`src/rtl/mmcm_seq_pkg.sv`:
```
// Shared types and constants for the MMCM chain sequencer.
package mmcm_seq_pkg;

  localparam int STATE_W    = 3;
  localparam int MAX_STAGES = 8;

  typedef enum logic [STATE_W-1:0] {
    IDLE    = 3'd0,
    HOLD    = 3'd1,
    RELEASE = 3'd2,
    RUN     = 3'd3,
    FAULT   = 3'd4
  } state_t;

  // Reset level for stage i while the sequencer is in state s working on stage k.
  function automatic logic stage_in_reset(state_t s, logic [2:0] k, int i);
    logic r;
    case (s)
      HOLD:    r = (i >= int'(k));
      RELEASE: r = (i > int'(k));
      RUN:     r = 1'b0;
      default: r = 1'b1;
    endcase
    return r;
  endfunction

endpackage

```
`src/rtl/mmcm_seq_ctrl_sync_bits.sv`:
```
// sync_bits: WIDTH-bit two-flop synchroniser with asynchronous active-low reset.
module sync_bits #(
  parameter int WIDTH = 1
) (
  input  logic             i_clk,
  input  logic             i_rst_n,
  input  logic [WIDTH-1:0] i_d,
  output logic [WIDTH-1:0] o_q
);

  (* ASYNC_REG = "TRUE" *) logic [WIDTH-1:0] r_meta;
  (* ASYNC_REG = "TRUE" *) logic [WIDTH-1:0] r_sync;

  always_ff @(posedge i_clk or negedge i_rst_n) begin
    if (!i_rst_n) begin
      r_meta <= '0;
      r_sync <= '0;
    end else begin
      r_meta <= i_d;
      r_sync <= r_meta;
    end
  end

  assign o_q = r_sync;

endmodule

```
`src/rtl/mmcm_seq_ctrl.sv`:
```
// mmcm_seq_ctrl: brings up NUM_STAGES cascaded MMCMs one at a time behind the mclk MMCM.
// Optional lock-loss counter output loss_cnt when MMCM_SEQ_LOSS_CNT_EN is defined.
//
// state   | meaning
// IDLE    | all stages in reset, qualifying upstream lock for HOLDOFF_CYCLES
// HOLD    | stage k and above in reset, holdoff window before releasing k
// RELEASE | stage k released, waiting for its lock or the timeout
// RUN     | every stage locked, all_locked high
// FAULT   | retries exhausted on a stage, everything in reset until clear_fault
module mmcm_seq_ctrl
  import mmcm_seq_pkg::*;
#(
  parameter int  NUM_STAGES     = 2,
  parameter int  HOLDOFF_CYCLES = 15,
  parameter int  LOCK_TIMEOUT   = 65535,
  parameter int  MAX_RETRIES    = 3,
  localparam int RETRY_W        = (MAX_RETRIES > 0) ? $clog2(MAX_RETRIES + 1) : 1
) (
  input  logic                  mclk,
  input  logic                  rst_n,
  input  logic                  upstream_locked,
  input  logic [NUM_STAGES-1:0] locked_in,
  input  logic                  clear_fault,
  output logic [NUM_STAGES-1:0] mmcm_rst,
  output logic                  all_locked,
  output logic                  fault,
  output logic [2:0]            stage_idx,
  output logic [RETRY_W-1:0]    retry_cnt,
  output logic [STATE_W-1:0]    state
`ifdef MMCM_SEQ_LOSS_CNT_EN
  ,
  output logic [15:0]           loss_cnt
`endif
);

  localparam int                 HOLD_W     = $clog2(HOLDOFF_CYCLES + 1);
  localparam int                 TMO_W      = $clog2(LOCK_TIMEOUT + 1);
  localparam logic [HOLD_W-1:0]  HOLD_LAST  = HOLD_W'(HOLDOFF_CYCLES - 1);
  localparam logic [TMO_W-1:0]   TMO_LAST   = TMO_W'(LOCK_TIMEOUT - 1);
  localparam logic [2:0]         LAST_STAGE = 3'(NUM_STAGES - 1);
  localparam logic [RETRY_W-1:0] RETRY_MAX  = RETRY_W'(MAX_RETRIES);

  logic [NUM_STAGES:0]   w_sync;
  logic                  w_ul;
  logic [MAX_STAGES-1:0] w_lk;

  state_t                r_state;
  logic [2:0]            r_stage;
  logic [RETRY_W-1:0]    r_retry;
  logic                  r_fault;
  logic                  r_all_locked;
  logic [NUM_STAGES-1:0] r_mmcm_rst;
  logic [HOLD_W-1:0]     r_hold_cnt;
  logic [TMO_W-1:0]      r_tmo_cnt;

  state_t                w_state_nxt;
  logic [2:0]            w_stage_nxt;
  logic [RETRY_W-1:0]    w_retry_nxt;
  logic                  w_fault_nxt;
  logic [HOLD_W-1:0]     w_hold_nxt;
  logic [TMO_W-1:0]      w_tmo_nxt;
  logic [NUM_STAGES-1:0] w_rst_nxt;
  logic                  w_lost;
  logic [2:0]            w_lost_idx;
  logic [3:0]            w_lost_lim;

  sync_bits #(
    .WIDTH (NUM_STAGES + 1)
  ) u_sync (
    .i_clk   (mclk),
    .i_rst_n (rst_n),
    .i_d     ({locked_in, upstream_locked}),
    .o_q     (w_sync)
  );

  assign w_ul = w_sync[0];
  assign w_lk = MAX_STAGES'(w_sync[NUM_STAGES:1]);

  // Stages below the limit must already be locked; report the lowest one that is not.
  always_comb begin
    w_lost_lim = (r_state == RUN) ? 4'(NUM_STAGES) : {1'b0, r_stage};
    w_lost     = 1'b0;
    w_lost_idx = '0;
    for (int i = MAX_STAGES - 1; i >= 0; i--) begin
      if (i < int'(w_lost_lim) && !w_lk[i]) begin
        w_lost     = 1'b1;
        w_lost_idx = 3'(i);
      end
    end
  end

  always_comb begin
    w_state_nxt = r_state;
    w_stage_nxt = r_stage;
    w_retry_nxt = r_retry;
    w_fault_nxt = r_fault;
    w_hold_nxt  = r_hold_cnt;
    w_tmo_nxt   = r_tmo_cnt;
    unique case (r_state)
      IDLE: begin
        w_stage_nxt = '0;
        w_tmo_nxt   = '0;
        if (!w_ul) begin
          w_hold_nxt = '0;
        end else if (r_hold_cnt >= HOLD_LAST) begin
          w_state_nxt = HOLD;
          w_hold_nxt  = '0;
        end else begin
          w_hold_nxt = r_hold_cnt + HOLD_W'(1);
        end
      end
      HOLD, RELEASE, RUN: begin
        if (!w_ul) begin
          w_state_nxt = IDLE;
          w_stage_nxt = '0;
          w_retry_nxt = '0;
          w_hold_nxt  = '0;
          w_tmo_nxt   = '0;
        end else if (w_lost) begin
          w_state_nxt = HOLD;
          w_stage_nxt = w_lost_idx;
          w_retry_nxt = '0;
          w_hold_nxt  = '0;
          w_tmo_nxt   = '0;
        end else if (r_state == HOLD) begin
          if (r_hold_cnt >= HOLD_LAST) begin
            w_state_nxt = RELEASE;
            w_hold_nxt  = '0;
            w_tmo_nxt   = '0;
          end else begin
            w_hold_nxt = r_hold_cnt + HOLD_W'(1);
          end
        end else if (r_state == RELEASE) begin
          if (w_lk[r_stage]) begin
            w_retry_nxt = '0;
            w_hold_nxt  = '0;
            w_tmo_nxt   = '0;
            if (r_stage == LAST_STAGE) begin
              w_state_nxt = RUN;
            end else begin
              w_state_nxt = HOLD;
              w_stage_nxt = r_stage + 3'd1;
            end
          end else if (r_tmo_cnt >= TMO_LAST) begin
            w_hold_nxt = '0;
            w_tmo_nxt  = '0;
            if (r_retry >= RETRY_MAX) begin
              w_state_nxt = FAULT;
              w_fault_nxt = 1'b1;
            end else begin
              w_state_nxt = HOLD;
              w_retry_nxt = r_retry + RETRY_W'(1);
            end
          end else begin
            w_tmo_nxt = r_tmo_cnt + TMO_W'(1);
          end
        end
      end
      FAULT: begin
        // Upstream lock is deliberately ignored here so the fault stays visible.
        if (clear_fault) begin
          w_state_nxt = IDLE;
          w_fault_nxt = 1'b0;
          w_retry_nxt = '0;
          w_stage_nxt = '0;
          w_hold_nxt  = '0;
          w_tmo_nxt   = '0;
        end
      end
      default: begin
        w_state_nxt = IDLE;
      end
    endcase
  end

  always_comb begin
    w_rst_nxt = '1;
    for (int i = 0; i < NUM_STAGES; i++) begin
      w_rst_nxt[i] = stage_in_reset(w_state_nxt, w_stage_nxt, i);
    end
  end

  always_ff @(posedge mclk or negedge rst_n) begin
    if (!rst_n) begin
      r_state      <= IDLE;
      r_stage      <= '0;
      r_retry      <= '0;
      r_fault      <= 1'b0;
      r_all_locked <= 1'b0;
      r_mmcm_rst   <= '1;
      r_hold_cnt   <= '0;
      r_tmo_cnt    <= '0;
    end else begin
      r_state      <= w_state_nxt;
      r_stage      <= w_stage_nxt;
      r_retry      <= w_retry_nxt;
      r_fault      <= w_fault_nxt;
      r_all_locked <= (w_state_nxt == RUN);
      r_mmcm_rst   <= w_rst_nxt;
      r_hold_cnt   <= w_hold_nxt;
      r_tmo_cnt    <= w_tmo_nxt;
    end
  end

  assign mmcm_rst   = r_mmcm_rst;
  assign all_locked = r_all_locked;
  assign fault      = r_fault;
  assign stage_idx  = r_stage;
  assign retry_cnt  = r_retry;
  assign state      = r_state;

`ifdef MMCM_SEQ_LOSS_CNT_EN
  logic        w_loss_evt;
  logic [15:0] r_loss_cnt;

  // Upstream drops count in any active state; stage drops count only once fully up.
  assign w_loss_evt = (r_state == HOLD || r_state == RELEASE || r_state == RUN) &&
                      (!w_ul || (r_state == RUN && w_lost));

  always_ff @(posedge mclk or negedge rst_n) begin
    if (!rst_n) begin
      r_loss_cnt <= '0;
    end else if (w_loss_evt && r_loss_cnt != 16'hFFFF) begin
      r_loss_cnt <= r_loss_cnt + 16'd1;
    end
  end

  assign loss_cnt = r_loss_cnt;
`endif

endmodule

```
`config.mk`:
```
export PLATFORM = sky130hd
export DESIGN_NAME = mmcm_seq_ctrl
export DESIGN_NICKNAME = d
export VERILOG_FILES = /design/src/rtl/mmcm_seq_pkg.sv /design/src/rtl/mmcm_seq_ctrl_sync_bits.sv /design/src/rtl/mmcm_seq_ctrl.sv
export SDC_FILE = /design/constraint.sdc
export NUM_CORES = 1
export LEC_CHECK = 0
export BUFFER_PORTS_ARGS = -buffer_cell sky130_fd_sc_hd__buf_2
export CORE_AREA = 10 10 68 98
export CTS_CLUSTER_SIZE = 20
export DETAILED_ROUTE_END_ITERATION = 10
export DIE_AREA = 0 0 78 108
export GPL_TIMING_DRIVEN = 0
export SLEW_MARGIN = 20
export SYNTH_ARGS = -nofsm -noshare
export SYNTH_HDL_FRONTEND = slang
export SYNTH_SLANG_ARGS = --single-unit
```
`constraint.sdc`:
```
create_clock -name mclk -period 2.5 [get_ports mclk]
set_clock_uncertainty 0.15 [all_clocks]
set_input_delay 0.375 -clock mclk [delete_from_list [all_inputs] [get_ports mclk]]
set_output_delay 0.375 -clock mclk [all_outputs]
set_load 0.01 [all_outputs]
```
==> flow_metrics.tcl <==
set metrics [dict create \
    cp_common_cell "buf_6" \
    worst_pin_slew_ns 0.853 \
    cts_buffer_depth 2 \
    first_pass_iters 4 \
    grt_max_degree 39 \
    rsz0062_at_grt "yes" \
    routed_wl_um 4870 \
    holdWs_ns 0.0387 \
    timing.rr.start "state[1]" \
    crit_slowest_cell "dfrtp_1" \
    crit_path_end "r_tmo_cnt[6]" \
    antenna_found_initial 0 \
    peakVddDrop_v 0.000215 \
    area_growth_pct 15.6 \
    drt_iter0_drc 163 \
    final_common_cell "dfrtp_1" \
    finalPower_uw 1110 \
    drive_gt1_share_pct 25.0 \
    rr_endpoint "r_tmo_cnt[6]" \
    synth_edf_count 0 \
    yosysWarnings 0 \
    r2r_cells 9 \
    slew_viol_final 0 \
    max-slew-margin-rel_pct 43.1 \
    fp.dieW_um 78 \
    drc 0 \
    grt-ovfl-total 0 \
    via_per_inst 5.41 \
    vias 1732 \
    netlist_instances 224 \
    critPathArrivalTime_ns 2.44 \
    wl_per_cell_um 15.2 \
    ios 18 \
    core_area_um2 5000 \
    globalplace.congestion 0.862 \
    syn_area_per_cell_um2 9.53 \
    power_leakage_uw 0.00108 \
    worst_setup_path_end_kind "flop" \
    register_area_um2 953 \
    diodes 0 \
    start_kind "flop" \
    path_clk_slew_ns 0.08 \
    synth_cell_types 53 \
    grt_usage_pct 12.0 \
    period_share_pct 95.7 \
    ys_ff_latch 38 \
    hold_violations 0 \
    most-common-layout-cells "36 x dfrtp_1, 26 x nor2_1, 19 x buf_2" \
    async_flop_share_pct 100 \
    multiInputGateArea_um2 1150 \
    startpoint "state[1]" \
    cts_root_buf "clkbuf_8" \
    grt_pass1_wl_um 8250 \
    synth_seq_area_share_pct 44.6 \
    dp_hpwl_um 3560 \
    cp_data_required_time_ns 2.55 \
    clkSinkCount 38 \
    rrSetupSlack_ns 0.11 \
    h-tree-depth 2 \
    synth_area_um2 2140 \
    powerDensity_nw_per_um2 450 \
    first_global_vias 1753 \
    worstSetupPathType "reg2reg" \
    crit_fanout 10 \
    period_needed_ns 2.39 \
    chipHeight_um 108 \
    final_nets 264 \
    cts_buffers 5 \
    die_area_um2 8420 \
    setup_viol 0 \
    clk_latency_ns 0.29 \
    status "completed" \
    fp-row-count 32 \
    fmax_ghz 0.418 \
    postRouteAntennaNets 0 \
    synthFlopType "dfrtp_1" \
    crit_path_max_incr_delay_ns 0.41 \
    cts_tree "built" \
    synth_nets 237 \
    numPortBuffers 17 \
    cap_violations 0 \
    fill_cells 478 \
    start_util_pct 42.7 \
    hold_class "in2async" \
    worstPathCellList "buf_6, and2b_4, a21oi_2, a21oi_4, a41o_1, clkbuf_4, or2_1, buf_6, o31ai_2" \
]
==> Yosys cell counts, types with 2 or more instances <==
master | count | area share, %
ha_1 | 7 | 4.1
xnor2_1 | 3 | 1.2
or3_1 | 2 | 0.59
nor3_1 | 5 | 1.2
mux2_2 | 4 | 2.1
buf_2 | 4 | 0.94
buf_6 | 2 | 1.1
dfstp_2 | 2 | 2.5
dfrtp_1 | 36 | 42
nand3b_1 | 2 | 0.70
a21oi_1 | 5 | 1.2
a211oi_2 | 2 | 1.2
nor2_1 | 26 | 4.6
a21o_1 | 2 | 0.70
o21ai_0 | 10 | 2.3
nand4_1 | 6 | 1.8
or2_1 | 2 | 0.59
nand2_1 | 19 | 3.3
o21ai_1 | 10 | 2.3
o211ai_1 | 3 | 1.1
nand2b_1 | 4 | 1.2
inv_1 | 5 | 0.88
a21oi_2 | 2 | 0.82
and3_1 | 7 | 2.1
nor4_2 | 2 | 1.2
a31oi_1 | 5 | 1.5
nor3b_1 | 2 | 0.70
nand3_1 | 10 | 2.3
nor2b_1 | 6 | 1.8
o31ai_1 | 6 | 2.1
==> logic make-up (layout without fill, tap and decap cells) <==
| family | count (synthesis) | count (layout) | synth area share (%) |
|---|---|---|---|
| xor gates and xnor gates | 3 | 3 | 1.23 |
| buffers and inverters | 13 | 41 | 3.22 |
| muxes | 5 | 5 | 2.58 |
| DFF | 38 | 38 | 44.6 |
| and+or+nand+nor | 103 | 103 | 26.0 |
| adders and majority gates | 7 | 7 | 4.10 |
| AOI/OAI and AO/OA | 55 | 55 | 18.2 |
==> flip-flops by register name, indices dropped and copies added (netlist names) <==
| name | flops |
|---|---|
| all_locked | 1 |
| r_hold_cnt | 4 |
| fault | 1 |
| mmcm_rst | 2 |
| stage_idx | 3 |
| u_sync.o_q | 3 |
| r_tmo_cnt | 16 |
| state | 3 |
| retry_cnt | 2 |
| u_sync.r_meta | 3 |
==> report_power, final <==
group | switching, µW | internal [µW] | leakage [µW]
Combinational | 25.0 | 12.2 | 0.000533
Sequential | 7.84 | 623 | 0.000502
Clock | 222 | 222 | 0.0000472
Total | 255 | 857 | 0.00108
==> worst max-delay path, delay by kind of cell, from the launching register on <==
| kind | cells | cell delay [ns] |
|---|---|---|
| flip-flops | 1 | 0.41 |
| AO/OA/AOI/OAI | 4 | 0.84 |
| AND/OR/NAND/NOR | 2 | 0.41 |
| buffers and inverters | 3 | 0.48 |
==> layer usage <==
layer | track usage [%] | wire, µm | up-vias
met2 | 22.0 | 2710 | 30
met5 | 0 | 0 | -
met4 | 6.17 | 85 | 0
li1 | - | - | 869
met3 | 2.82 | 160 | 6
met1 | 12.3 | 1910 | 827
==> repair_timing <==
item	4_1_cts	5_1_grt
setup buffers	0	3
endpoints found under the setup margin	10	12
pin swaps	0	4
hold buffers	0	0
gates resized for setup	2	10
==> area by class of cell <==
cell class / instances / share of cell area, %
clock buffer: 6 / 3.35
multi-input combinational: 173 / 46.7
clock inverter: 2 / 0.507
tap: 68 / 3.45
sequential: 38 / 38.6
inverter: 6 / 0.912
timing repair buffer: 20 / 4.36
buffer: 7 / 2.13
==> stage by stage <==
step                      area [µm²]  instances  TNS, ns  util (%)  setup WS, ns
after global routing            2470        320  -0.0157      49.3      -0.00895
final                           2470        320        0      49.3         0.107
after floorplan                 2140        224        0         -         0.291
after detailed placement        2310        309   -0.451      46.1       -0.0672
after global placement          2310        309   -0.268      46.1       -0.0551
after CTS                       2410        317        0      48.2        0.0170
==> worst min path at each step <==
stage	startpoint	to	slack, ns	depth (start not counted)
detailed placement	u_sync.r_meta[2]	u_sync.o_q[2]	0.19	0
global route	locked_in[0]	u_sync.r_meta[1]	0.02	1
finish	rst_n	r_hold_cnt[3]	0.04	1
floorplan	rst_n	all_locked	-0.07	0
CTS	locked_in[0]	u_sync.r_meta[1]	0.03	1
global placement	u_sync.r_meta[2]	u_sync.o_q[2]	0.18	0
No activity file was read; power rests on OpenSTA's default activity.
